<file path="src/rtl/led_ctrl_pkg.sv">
// Shared constants for the LED command executor: SPI byte widths, command codes
// and the brightness ceiling.
package led_ctrl_pkg;

    localparam int CMD_BITS           = 8;
    localparam int ADDR_BITS          = 8;
    localparam int PAYLOAD_BITS       = 8;
    localparam int MASTER_FRAME_WIDTH = 24;
    localparam int DUTY_BITS          = 7;
    localparam int BRIGHT_MAX         = 100;

    localparam logic [CMD_BITS-1:0] CMD_NOP   = 8'h00;
    localparam logic [CMD_BITS-1:0] CMD_WRITE = 8'h01;
    localparam logic [CMD_BITS-1:0] CMD_READ  = 8'h02;

endpackage

</file>
<file path="src/rtl/led_pwm_channel.sv">
// One PWM channel: shadows target into active at each period wrap and compares
// it against the shared duty counter.
module led_pwm_channel
    import led_ctrl_pkg::*;
(
    input  logic                 sysclk,
    input  logic                 rst_n,
    input  logic [DUTY_BITS-1:0] target,
    input  logic                 wrap,
    input  logic [DUTY_BITS-1:0] duty,
    output logic                 led
);

    logic [DUTY_BITS-1:0] active;

    // active=100 never loses the compare since duty tops out at 99
    always_ff @(posedge sysclk or negedge rst_n) begin
        if (!rst_n) begin
            active <= '0;
            led    <= 1'b0;
        end else begin
            if (wrap) active <= target;
            led <= (duty < active);
        end
    end

endmodule

</file>
<file path="src/rtl/led_ctrl.sv">
// LED command executor behind the SPI slave: captures one command per frame,
// updates per-LED brightness, builds read responses and drives the PWM outputs.
module led_ctrl
    import led_ctrl_pkg::*;
#(
    parameter int NUM_LEDS     = 4,
    parameter int PWM_PRESCALE = 1250
) (
    input  logic                          sysclk,
    input  logic                          rst_n,
    input  logic [CMD_BITS-1:0]           i_cmd,
    input  logic [ADDR_BITS-1:0]          i_addr,
    input  logic [PAYLOAD_BITS-1:0]       i_payload,
    input  logic                          i_cs,
    output logic                          o_slv_tx_enb,
    output logic [MASTER_FRAME_WIDTH-1:0] o_slv_frame,
    output logic [NUM_LEDS-1:0]           o_led,
    output logic                          o_err
);

    localparam int                   PRESC_W    = (PWM_PRESCALE > 1) ? $clog2(PWM_PRESCALE) : 1;
    localparam logic [PRESC_W-1:0]   PRESC_LAST = PRESC_W'(PWM_PRESCALE - 1);
    localparam logic [ADDR_BITS:0]   ADDR_LIMIT = (ADDR_BITS + 1)'(NUM_LEDS);
    localparam logic [DUTY_BITS-1:0] DUTY_LAST  = DUTY_BITS'(BRIGHT_MAX - 1);

    localparam logic [1:0] ST_IDLE  = 2'd0;
    localparam logic [1:0] ST_LATCH = 2'd1;
    localparam logic [1:0] ST_EXEC  = 2'd2;

    localparam logic [1:0] TX_OFF     = 2'd0;
    localparam logic [1:0] TX_WAIT_HI = 2'd1;
    localparam logic [1:0] TX_ARMED   = 2'd2;
    localparam logic [1:0] TX_ACTIVE  = 2'd3;

    function automatic logic [DUTY_BITS-1:0] clamp_pct(input logic [PAYLOAD_BITS-1:0] pct);
        if (pct > PAYLOAD_BITS'(BRIGHT_MAX)) return DUTY_BITS'(BRIGHT_MAX);
        return pct[DUTY_BITS-1:0];
    endfunction

    logic                    vld_p0, vld_p1;
    logic [CMD_BITS-1:0]     cmd_p0, cmd_p1, cmd_p2;
    logic [ADDR_BITS-1:0]    addr_p0, addr_p1, addr_p2;
    logic [PAYLOAD_BITS-1:0] pay_p0, pay_p1, pay_p2;
    logic [1:0]              state, tx_state;
    logic                    cs_s1, cs_s2;
    logic [DUTY_BITS-1:0]    target [NUM_LEDS];
    logic [DUTY_BITS-1:0]    rd_val;
    logic [PRESC_W-1:0]      presc;
    logic [DUTY_BITS-1:0]    duty;
    logic                    rise, addr_ok, do_wr, do_rd, do_err, tick, wrap;

    assign rise    = vld_p0 & ~vld_p1;
    assign addr_ok = ({1'b0, addr_p2} < ADDR_LIMIT);
    assign do_wr   = (state == ST_EXEC) && (cmd_p2 == CMD_WRITE) && addr_ok;
    assign do_rd   = (state == ST_EXEC) && (cmd_p2 == CMD_READ) && addr_ok;
    assign do_err  = (state == ST_EXEC) && !(do_wr || do_rd);
    assign tick    = (presc == PRESC_LAST);
    assign wrap    = tick && (duty == DUTY_LAST);
    assign o_slv_tx_enb = tx_state[1];

    always_comb begin
        rd_val = '0;
        for (int i = 0; i < NUM_LEDS; i++)
            if (addr_p2 == ADDR_BITS'(i)) rd_val = target[i];
    end

    // p0: raw bytes sampled every cycle; p1: frame capture; p2: LATCH copy for EXEC
    always_ff @(posedge sysclk) begin
        cmd_p0  <= i_cmd;
        addr_p0 <= i_addr;
        pay_p0  <= i_payload;
        if (state == ST_IDLE && rise) begin
            cmd_p1  <= cmd_p0;
            addr_p1 <= addr_p0;
            pay_p1  <= pay_p0;
        end
        if (state == ST_LATCH) begin
            cmd_p2  <= cmd_p1;
            addr_p2 <= addr_p1;
            pay_p2  <= pay_p1;
        end
    end

    always_ff @(posedge sysclk or negedge rst_n) begin
        if (!rst_n) begin
            vld_p0 <= 1'b0;
            vld_p1 <= 1'b0;
            state  <= ST_IDLE;
            o_err  <= 1'b0;
            for (int i = 0; i < NUM_LEDS; i++) target[i] <= '0;
        end else begin
            vld_p0 <= (i_cmd != CMD_NOP);
            vld_p1 <= vld_p0;
            o_err  <= do_err;
            case (state)
                ST_IDLE:  if (rise) state <= ST_LATCH;
                ST_LATCH: state <= ST_EXEC;
                default:  state <= ST_IDLE;
            endcase
            if (do_wr)
                for (int i = 0; i < NUM_LEDS; i++)
                    if (addr_p2 == ADDR_BITS'(i)) target[i] <= clamp_pct(pay_p2);
        end
    end

    // Response path: a valid read always wins over whatever the TX FSM was doing
    always_ff @(posedge sysclk or negedge rst_n) begin
        if (!rst_n) begin
            cs_s1       <= 1'b1;
            cs_s2       <= 1'b1;
            tx_state    <= TX_OFF;
            o_slv_frame <= '0;
        end else begin
            cs_s1 <= i_cs;
            cs_s2 <= cs_s1;
            if (do_rd) begin
                tx_state    <= TX_WAIT_HI;
                o_slv_frame <= {cmd_p2, addr_p2, 1'b0, rd_val};
            end else begin
                case (tx_state)
                    TX_WAIT_HI: if (cs_s2)  tx_state <= TX_ARMED;
                    TX_ARMED:   if (!cs_s2) tx_state <= TX_ACTIVE;
                    TX_ACTIVE:  if (cs_s2) begin
                        tx_state    <= TX_OFF;
                        o_slv_frame <= '0;
                    end
                    default:    tx_state <= TX_OFF;
                endcase
            end
        end
    end

    always_ff @(posedge sysclk or negedge rst_n) begin
        if (!rst_n) begin
            presc <= '0;
            duty  <= '0;
        end else begin
            presc <= tick ? '0 : presc + PRESC_W'(1);
            if (tick) duty <= (duty == DUTY_LAST) ? '0 : duty + DUTY_BITS'(1);
        end
    end

    for (genvar g = 0; g < NUM_LEDS; g++) begin : g_ch
        led_pwm_channel u_ch (
            .sysclk (sysclk),
            .rst_n  (rst_n),
            .target (target[g]),
            .wrap   (wrap),
            .duty   (duty),
            .led    (o_led[g])
        );
    end

endmodule

</file>
<file path="config.mk">
export PLATFORM = sky130hd
export DESIGN_NAME = led_ctrl
export DESIGN_NICKNAME = d
export VERILOG_FILES = /design/src/rtl/led_ctrl_pkg.sv /design/src/rtl/led_pwm_channel.sv /design/src/rtl/led_ctrl.sv
export SDC_FILE = /design/constraint.sdc
export NUM_CORES = 1
export LEC_CHECK = 0
export CAP_MARGIN = 25
export CORE_MARGIN = 8
export CORE_UTILIZATION = 35
export DETAILED_ROUTE_END_ITERATION = 12
export SKIP_LAST_GASP = 1
export SLEW_MARGIN = 10
export SYNTH_ARGS = -nofsm -noshare
export SYNTH_HDL_FRONTEND = slang
export SYNTH_SLANG_ARGS = --single-unit
</file>
<file path="constraint.sdc">
create_clock -name sysclk -period 3.9 [get_ports sysclk]
set_input_delay 0.78 -clock sysclk [delete_from_list [all_inputs] [get_ports sysclk]]
set_output_delay 0.78 -clock sysclk [all_outputs]
set_load 0.02 [all_outputs]
</file>
# Word-level counts from Yosys, hierarchy flattened
# Cells that the tools add are included.
dict set report totals {
  register_bits 183
  in_bits 27
  out_inout_bits 30
  wordCells 107
}
dict set report op_classes {
  addsub 2
  order_cmp 6
  eq_ne 16
  muxes 30
  n_bitwise 2
  n_reduce_logical 20
}
# op count
set op_table {}
lappend op_table {{$mux 24} 3}
lappend op_table {{$mux 7} 10}
lappend op_table {{$lt 7x7->1} 4}
lappend op_table {{$eq 8x2->1 const B} 3}
lappend op_table {{$eq 8x1->1 const B} 2}
lappend op_table {{$add 11x1->11 const B} 1}
lappend op_table {{$eq 11x11->1 const B} 1}
lappend op_table {{$mux 11} 1}
lappend op_table {{$mux 2} 5}
lappend op_table {{$reduce_and 2->1} 5}
lappend op_table {{$mux 1} 9}
lappend op_table {{$ne 3x3->1 const B} 3}
lappend op_table {{$gt 8x7->1 const B} 1}
lappend op_table {{$logic_not 8->1} 1}
lappend op_table {{$lt 8x3->1 const B} 1}
lappend op_table {{$reduce_bool 8->1} 1}
lappend op_table {{$add 7x1->7 const B} 1}
lappend op_table {{$eq 7x7->1 const B} 1}
lappend op_table {{$logic_and 1x1->1} 7}
lappend op_table {{$eq 2x2->1 const B} 3}
lappend op_table {{$pmux 2 s3} 1}
lappend op_table {{$eq 2x1->1 const B} 2}
lappend op_table {{$pmux 2 s2} 1}
lappend op_table {{$reduce_bool 2->1} 2}
lappend op_table {{other kinds (7)} 7}

# Logic depth before layout (Yosys ltp)
# Gate-level depths: netlist of run 1.
dict set report depth {
  word_depth 6
  ltp_mapped 8
  ltp_nobuf 6
}

# Hierarchy
# From an unflattened synthesis of run 1, not the netlist that was laid out.
dict set report unflattened {
  hier_cells 530
  area_unflattened_um2 7119.3
}
# module instances cells_per_inst area_per_inst_um2 seq_area_each_um2
set by_module_without_submodules {}
lappend by_module_without_submodules {led_ctrl 1 350 5422.7 3876.2}
lappend by_module_without_submodules {led_pwm_channel 4 45 424.2 200.2}

# Least setup slack after synthesis of run 1
# Ideal clock, no wire load.
dict set report synth_timing {
  kind {flip-flop to flip-flop}
  startpoint {register state[0]}
  endpoint {register addr_p1[0] (enable)}
  arrival_ns 3.023
  slack_ns 0.403
  stages_incl_launch_ff 2
  n_path_buf 0
  period_less_slack_ns 3.497
  cell_sequence {dfrtp_1 > nor4b_1}
}
dict set report synth_between {
  elab_chain_cells 2
}
# element line
set synth_lines {}
lappend synth_lines {{from (decl)} led_ctrl.sv:44} ;# logic [1:0] state, tx_state;
lappend synth_lines {{from (signal assigned)} led_ctrl.sv:88} ;# state <= ST_IDLE;
lappend synth_lines {{from (signal assigned)} led_ctrl.sv:96} ;# ST_IDLE: if (rise) state <= ST_LATCH;
lappend synth_lines {{from (signal assigned)} led_ctrl.sv:97} ;# ST_LATCH: state <= ST_EXEC;
lappend synth_lines {{$logic_not 2->1} led_ctrl.sv:72} ;# if (state == ST_IDLE && rise) begin
lappend synth_lines {{$logic_and 1x1->1} led_ctrl.sv:72}
lappend synth_lines {{to (signal assigned)} led_ctrl.sv:74} ;# addr_p1 <= addr_p0;
lappend synth_lines {{to (decl)} led_ctrl.sv:42} ;# logic [ADDR_BITS-1:0] addr_p0, addr_p1, addr_p2;
# Every way passes these cells.
# A chain may end at the register's enable or synchronous reset.

# Worst setup path after layout of run 1
dict set report layout_timing {
  startpoint {register presc[1]}
  endpoint {register g_ch[1].u_ch.active[2]}
}
dict set report layout_between {
  elab_chain_cells 2
}
# element line
set layout_lines {}
lappend layout_lines {{from (decl)} led_ctrl.sv:48} ;# logic [PRESC_W-1:0] presc;
lappend layout_lines {{from (signal assigned)} led_ctrl.sv:138} ;# presc <= tick ? '0 : presc + PRESC_W'(1);
lappend layout_lines {{$eq 11x11->1} led_ctrl.sv:57} ;# assign tick = (presc == PRESC_LAST);
lappend layout_lines {{$logic_and 1x1->1} led_ctrl.sv:58} ;# assign wrap = tick && (duty == DUTY_LAST);
lappend layout_lines {{to (signal assigned)} led_pwm_channel.sv:22} ;# if (wrap) active <= target;
lappend layout_lines {{to (decl)} led_pwm_channel.sv:14} ;# logic [DUTY_BITS-1:0] active;
# Every way passes these cells.

==> results of run 1 <==
==> registers in the layout (all words and copies together), names as in the netlist, 11 cells and up <==
name / flops
o_slv_frame: 23
target: 28
g_ch.u_ch.active: 28
presc: 11
==> layout by cell type, fill, tap and decap left out, types with 7 or more instances in the layout <==
master / count
nor2_1: 17
mux2_4: 9
and2_1: 18
a21oi_1: 14
a22o_1: 9
a31oi_1: 9
dfxtp_1: 24
buf_4: 8
mux2_2: 49
clkbuf_16: 17
mux2i_1: 8
dfrtp_1: 108
a211oi_1: 7
nand2_1: 15
edfxtp_1: 48
nor2b_1: 9
clkdlybuf4s50_1: 54
xor2_1: 8
ha_1: 30
a21o_1: 10
inv_1: 28
==> per-layer routing <==
layer  share of wire [%]  vias up  global-route usage (%)  routed length, µm
met2                  48       65                    17.9               6230
met3                 3.7       16                    3.44                480
met4                 1.1        0                    3.00                144
met5                   0        -                       0                  0
met1                  47     1971                    13.5               6060
li1                    -     1929                       -                  -
==> power breakdown <==
| part | switching (mW) | internal (mW) |
|---|---|---|
| Sequential | 0.0155 | 1.98 |
| Combinational | 0.0794 | 0.0708 |
| Clock | 0.785 | 0.861 |
==> final cells by class <==
type                            count  area [µm²]
Fill cell                        1835       11500
Sequential cell                   182        4680
Multi-Input combinational cell    275        2290
Timing Repair Buffer               64         643
Clock buffer                       18         429
Tap cell                          270         338
Clock inverter                     14         158
Inverter                           28         105
==> path summary, 6_finish.rpt <==
check	to	start	slack [ps]	cells after the start
max	g_ch[1].u_ch.active[2]	presc[1]	1110	6
min	duty[3]	rst_n	360	1
max reg2reg	g_ch[1].u_ch.active[2]	presc[1]	1110	6
min reg2reg	cs_s2	cs_s1	360	0
max in group asynchronous	o_slv_frame[4]	rst_n	2660	3
min in group sysclk	cs_s2	cs_s1	360	0
==> per-stage QoR <==
stage,hold WS (ps),cells,worst slack (ps),total power [mW],util [%]
after floorplan,345,503,403,2.10,-
after global placement,346,817,1160,2.17,39.7
after detailed placement,351,818,1100,2.19,39.9
after CTS,362,850,1100,3.85,42.8
after global routing,367,851,973,3.95,42.8
final,356,851,1110,3.79,42.8
==> cells by family after synthesis <==
logic type	share of synthesized area [%]
flops	65.2
other cells	0.0522
xor+xnor	1.59
fa+ha+maj	5.23
mux	10.7
simple gates	8.92
buf+inv	3.07
compound gates	5.30
==> summary.txt, run 1 <==
Floorplanning
  • Initial core utilization: 35.6%
  • Core area: 0.0202 mm²
  • Row count: 52
  • Top Ports: 57
  • Die footprint: 0.0253 mm²
  • Die width: 159 µm
  • Vert. Die Dim: 159 µm

Setup path
  • CP peak stage delay: 720 ps
  • Crit start category: flop
  • Worst Path Max Fanout: 29
  • Slowest-stage cell, CP: nor2_4
  • Crit path DAT: 3090 ps
  • Critical path class: reg -> reg
  • Worst path top cell family by delay: simple AND/OR/NAND/NOR gates
  • CP Buf/Inv Count: 1
  • CP Cell Sequence: inv_1 > ha_1 > or4bb_1 > or3_4 > nor2_4 > mux2_2
  • Worst path required time: 4200 ps
  • Critical Path Sink Type: flop

STA
  • Slew @ Worst Pin: 910 ps
  • Fin. Hold Viols: 0
  • Final slew viol count: 0
  • Setup Viol. Count Final: 0
  • TNS Setup: 0 ps
  • Final min period: 2790 ps
  • Setup Skew: 12.3 ps
  • Fmax: 359 MHz
  • Slew HR: 39.2%
  • RSZ-0062 raised after global routing: no
  • Period utilisation layout: 71.5%

Finish
  • Synth-to-Final Area Change: 20.4%
  • N_diodes: 0
  • Design area: 0.00864 mm²
  • Fin nets: 625
  • Layout cells sized above 1: 18.8%

CTS
  • PostCTS Resize Cnt: 0
  • Longest Clk Path Bufs: 2
  • Clk_lat worst skew: 430 ps
  • CTS buffer count: 17
  • TritonCTS clock tree: done
  • Number of post-CTS setup repair buffers: 0
  • H-tree levels: 4
  • Root buffer cell: clkbuf_16
  • Worst-path clk slew: 70 ps
  • # hold bufs at CTS: 0
  • Clock sink count: 182

Logic synthesis
  • Synth cell count leaders: 108 x dfrtp_1, 49 x mux2_2, 48 x edfxtp_1
  • Post-synth EDFFs: 48
  • Dominant cells by area after synthesis: dfrtp_1 38%, edfxtp_1 20%, mux2_2 7.7%
  • Share of the synthesized area in the top cell type: 37.7%
  • Async SR Flop Fraction: 60.4%
  • Count leader, synth: dfrtp_1
  • Primary FF master, synth: dfrtp_1
  • Post-Syn Nets: 560
  • Synth Warn #: 0
  • Seq/Total Area, Yosys: 65.2%
  • Syn_area_per_cell: 14.3 µm²
  • Synthesized cell area: 0.00718 mm²
  • Mapped Cells: 503
  • Area leader, netlist: dfrtp_1
  • Synth unique cells: 48
  • Flops & latches, synth: 182

Routing
  • Wirelength per Cell: 15.2 µm
  • Routed via count: 3981
  • DRC viols: 0
  • DRT Pass-1 Iters: 4
  • Initial drt markers: 214
  • Routed wire length: 12900 µm
  • Vias per inst: 4.68
  • Antenna Nets Post-Route: 0

Global routing
  • First-pass GRT wire length: 22200 µm
  • Vias in the first global route: 4332
  • Initial antenna violation count: 0
  • Total gr overflow: 0
  • Total track usage: 10.9%
  • Pin count of the biggest net entering global routing: 49

Place
  • Detail Placement HPWL: 9510 µm
  • Placed Area: 0.00804 mm²
  • Port Buffers: 55
  • GPL Wtd Cong: 0.782

Status
  • Status: complete, no violations

Pwr
  • LEAKAGE: 3.77 nW
  • Pwr/cell area: 438 mW/mm²
  • VDD IR max: 0.000362 V

Flow run
  • Max-cap violations: 0

Min path
  • Worst hold-check path type: in -> async
No activity file was read; power rests on OpenSTA's default activity.
==> inputs of run 2 (changes only) <==
- clock period: 3.9 -> 2.7 ns (I/O delays scaled with it)
==> run 2 against run 1 <==
Against the previous run: die area did not move; combinational power grew 45%; flip-flop and latch count is the same; first-iteration DRC count fell by 35%; setup slack worse by 750 ps; routed wire length down 0.59%; non-clock buffer count is 2 higher; sequential share of layout area down 0.28 points; final cell count grew 0.24%; critical path type unchanged; largest power group unchanged.
==> summary.txt, run 2 (synthesis results as in run 1) <==
Pwr
  • LEAKAGE: 3.80 nW (was 3.77 nW)
  • VDD IR max: 0.000601 V (was 0.000362 V)
  • Pwr/cell area: 643 mW/mm² (was 438 mW/mm²)

Finish
  • Largest regs: g_ch.u_ch.active (28), target (28), o_slv_frame (23) (unchanged)
  • N_diodes: 0 (unchanged)
  • Layout cells sized above 1: 19.0% (was 18.8%)
  • Synth-to-Final Area Change: 21.0% (was 20.4%)
  • Design area: 0.00868 mm² (was 0.00864 mm²)
  • Non-filler instance count after layout: 853 (was 851)
  • Highest-count cells in the layout ignoring fill and taps: 108 x dfrtp_1, 54 x clkdlybuf4s50_1, 49 x mux2_2 (unchanged)
  • Core Util, Final: 43.1% (was 42.8%)
  • Commonest non-fill, non-tap cell in the layout: dfrtp_1 (unchanged)
  • Fin nets: 627 (was 625)

Place
  • Placed Area: 0.00807 mm² (was 0.00804 mm²)
  • Detail Placement HPWL: 9260 µm (was 9510 µm)
  • Dpl cells: 821 (was 818)
  • GPL Wtd Cong: 0.787 (was 0.782)
  • Port Buffers: 55 (unchanged)

STA
  • TNS Setup: 0 ps (unchanged)
  • RSZ-0062 raised after global routing: no (unchanged)
  • Period utilisation layout: 86.5% (was 71.5%)
  • Setup Viol. Count Final: 0 (unchanged)
  • Fmax: 428 MHz (was 359 MHz)
  • Fin. Hold Viols: 0 (unchanged)
  • Slew @ Worst Pin: 655 ps (was 910 ps)
  • Final min period: 2340 ps (was 2790 ps)
  • Setup Skew: 12.6 ps (was 12.3 ps)
  • Slew HR: 56.4% (was 39.2%)
  • Final slew viol count: 0 (unchanged)

Min path
  • Worst hold-check path type: in -> async (unchanged)

Floorplanning
  • Initial core utilization: 35.6% (unchanged)
  • Die footprint: 0.0253 mm² (unchanged)
  • Die width: 159 µm (unchanged)
  • Core area: 0.0202 mm² (unchanged)
  • Row count: 52 (unchanged)
  • Vert. Die Dim: 159 µm (unchanged)
  • Top Ports: 57 (unchanged)

CTS
  • TritonCTS clock tree: done (unchanged)
  • Number of post-CTS setup repair buffers: 0 (unchanged)
  • PostCTS Resize Cnt: 0 (unchanged)
  • # hold bufs at CTS: 0 (unchanged)
  • Clock sink count: 182 (unchanged)
  • Root buffer cell: clkbuf_16 (unchanged)
  • Longest Clk Path Bufs: 2 (unchanged)
  • Worst-path clk slew: 70 ps (about the same)
  • CTS buffer count: 17 (unchanged)
  • H-tree levels: 4 (unchanged)
  • Clk_lat worst skew: 430 ps (about the same)

Status
  • Status: complete, no violations (unchanged)

Routing
  • DRT Pass-1 Iters: 4 (unchanged)
  • Initial drt markers: 140 (was 214)
  • Routed via count: 3961 (was 3981)
  • DRC viols: 0 (unchanged)
  • Routed wire length: 12800 µm (was 12900 µm)
  • Wirelength per Cell: 15.0 µm (was 15.2 µm)
  • Antenna Nets Post-Route: 0 (unchanged)
  • Vias per inst: 4.64 (was 4.68)

Global routing
  • Total track usage: 10.7% (was 10.9%)
  • Vias in the first global route: 4224 (was 4332)
  • Pin count of the biggest net entering global routing: 68 (was 49)
  • Total gr overflow: 0 (unchanged)
  • Initial antenna violation count: 0 (unchanged)
  • First-pass GRT wire length: 21800 µm (was 22200 µm)

Setup path
  • Critical path class: reg -> reg (unchanged)
  • Reg2reg path depth: 7 (was 6)
  • Critical Path Sink Type: flop (unchanged)
  • Crit start category: flop (unchanged)
  • CP Launch Point: presc[1] (unchanged)
  • Reg-to-reg slack, setup: 360 ps (was 1110 ps)
  • RR Endpoint: g_ch[2].u_ch.active[4] (was g_ch[1].u_ch.active[2])
  • Worst path required time: 3010 ps (was 4200 ps)
  • CP Capture Point: g_ch[2].u_ch.active[4] (was g_ch[1].u_ch.active[2])
  • Worst Path Max Fanout: 29 (unchanged)
  • Crit path DAT: 2640 ps (was 3090 ps)
  • Reg-to-Reg Start: presc[1] (unchanged)

Flow run
  • Max-cap violations: 0 (unchanged)
==> run 2: final cells by class <==
type                    count  area, µm²
flip-flops and latches    182       4680
well taps                 270        338
fillers                  1844      11500
inverters                  28        105
clock buffers              18        429
repair buffers             66        656
clock inverters            14        181
multi-input cells         275       2300
==> run 2: layer usage <==
| metal | GRT usage (%) | up-vias | share of wire [%] |
|---|---|---|---|
| met4 | 3.73 | 0 | 1.3 |
| li1 | - | 1925 | - |
| met3 | 3.28 | 13 | 3.6 |
| met2 | 17.1 | 68 | 47 |
| met1 | 13.5 | 1955 | 48 |
| met5 | 0 | - | 0 |
==> run 2: worst min path at each step <==
stage                     start        end  slack [ps]  cells past startpoint
after floorplan           rst_n    duty[0]         240                      0
final                     rst_n  presc[10]         110                      1
after global placement    cs_s1      cs_s2         350                      0
after detailed placement  cs_s1      cs_s2         350                      0
after CTS                 rst_n  presc[10]         120                      1
after global routing      rst_n  presc[10]         140                      1
==> run 2: critical path, stage by stage, from the launching register on <==
cell and delay [ps]:
dfrtp_1 400, inv_1 60, ha_1 120, or4bb_1 520
or3_4 380, nor2_4 140, buf_12 210, mux2_2 360
==> run 2: power breakdown <==
group | internal, mW | total, mW | switching [mW]
Combinational | 0.0991 | 0.218 | 0.119
Clock | 1.34 | 2.49 | 1.16
Sequential | 2.85 | 2.88 | 0.0227
Total | 4.29 | 5.59 | 1.30
==> run 2: stage by stage <==
step / total power [mW] / hold WS, ps / setup slack (ps)
global route: 5.80 / 138 / 270
floorplan: 3.03 / 244 / 399
CTS: 5.65 / 116 / 359
detailed placement: 3.15 / 348 / 364
finish: 5.59 / 107 / 365
global placement: 3.13 / 345 / 397
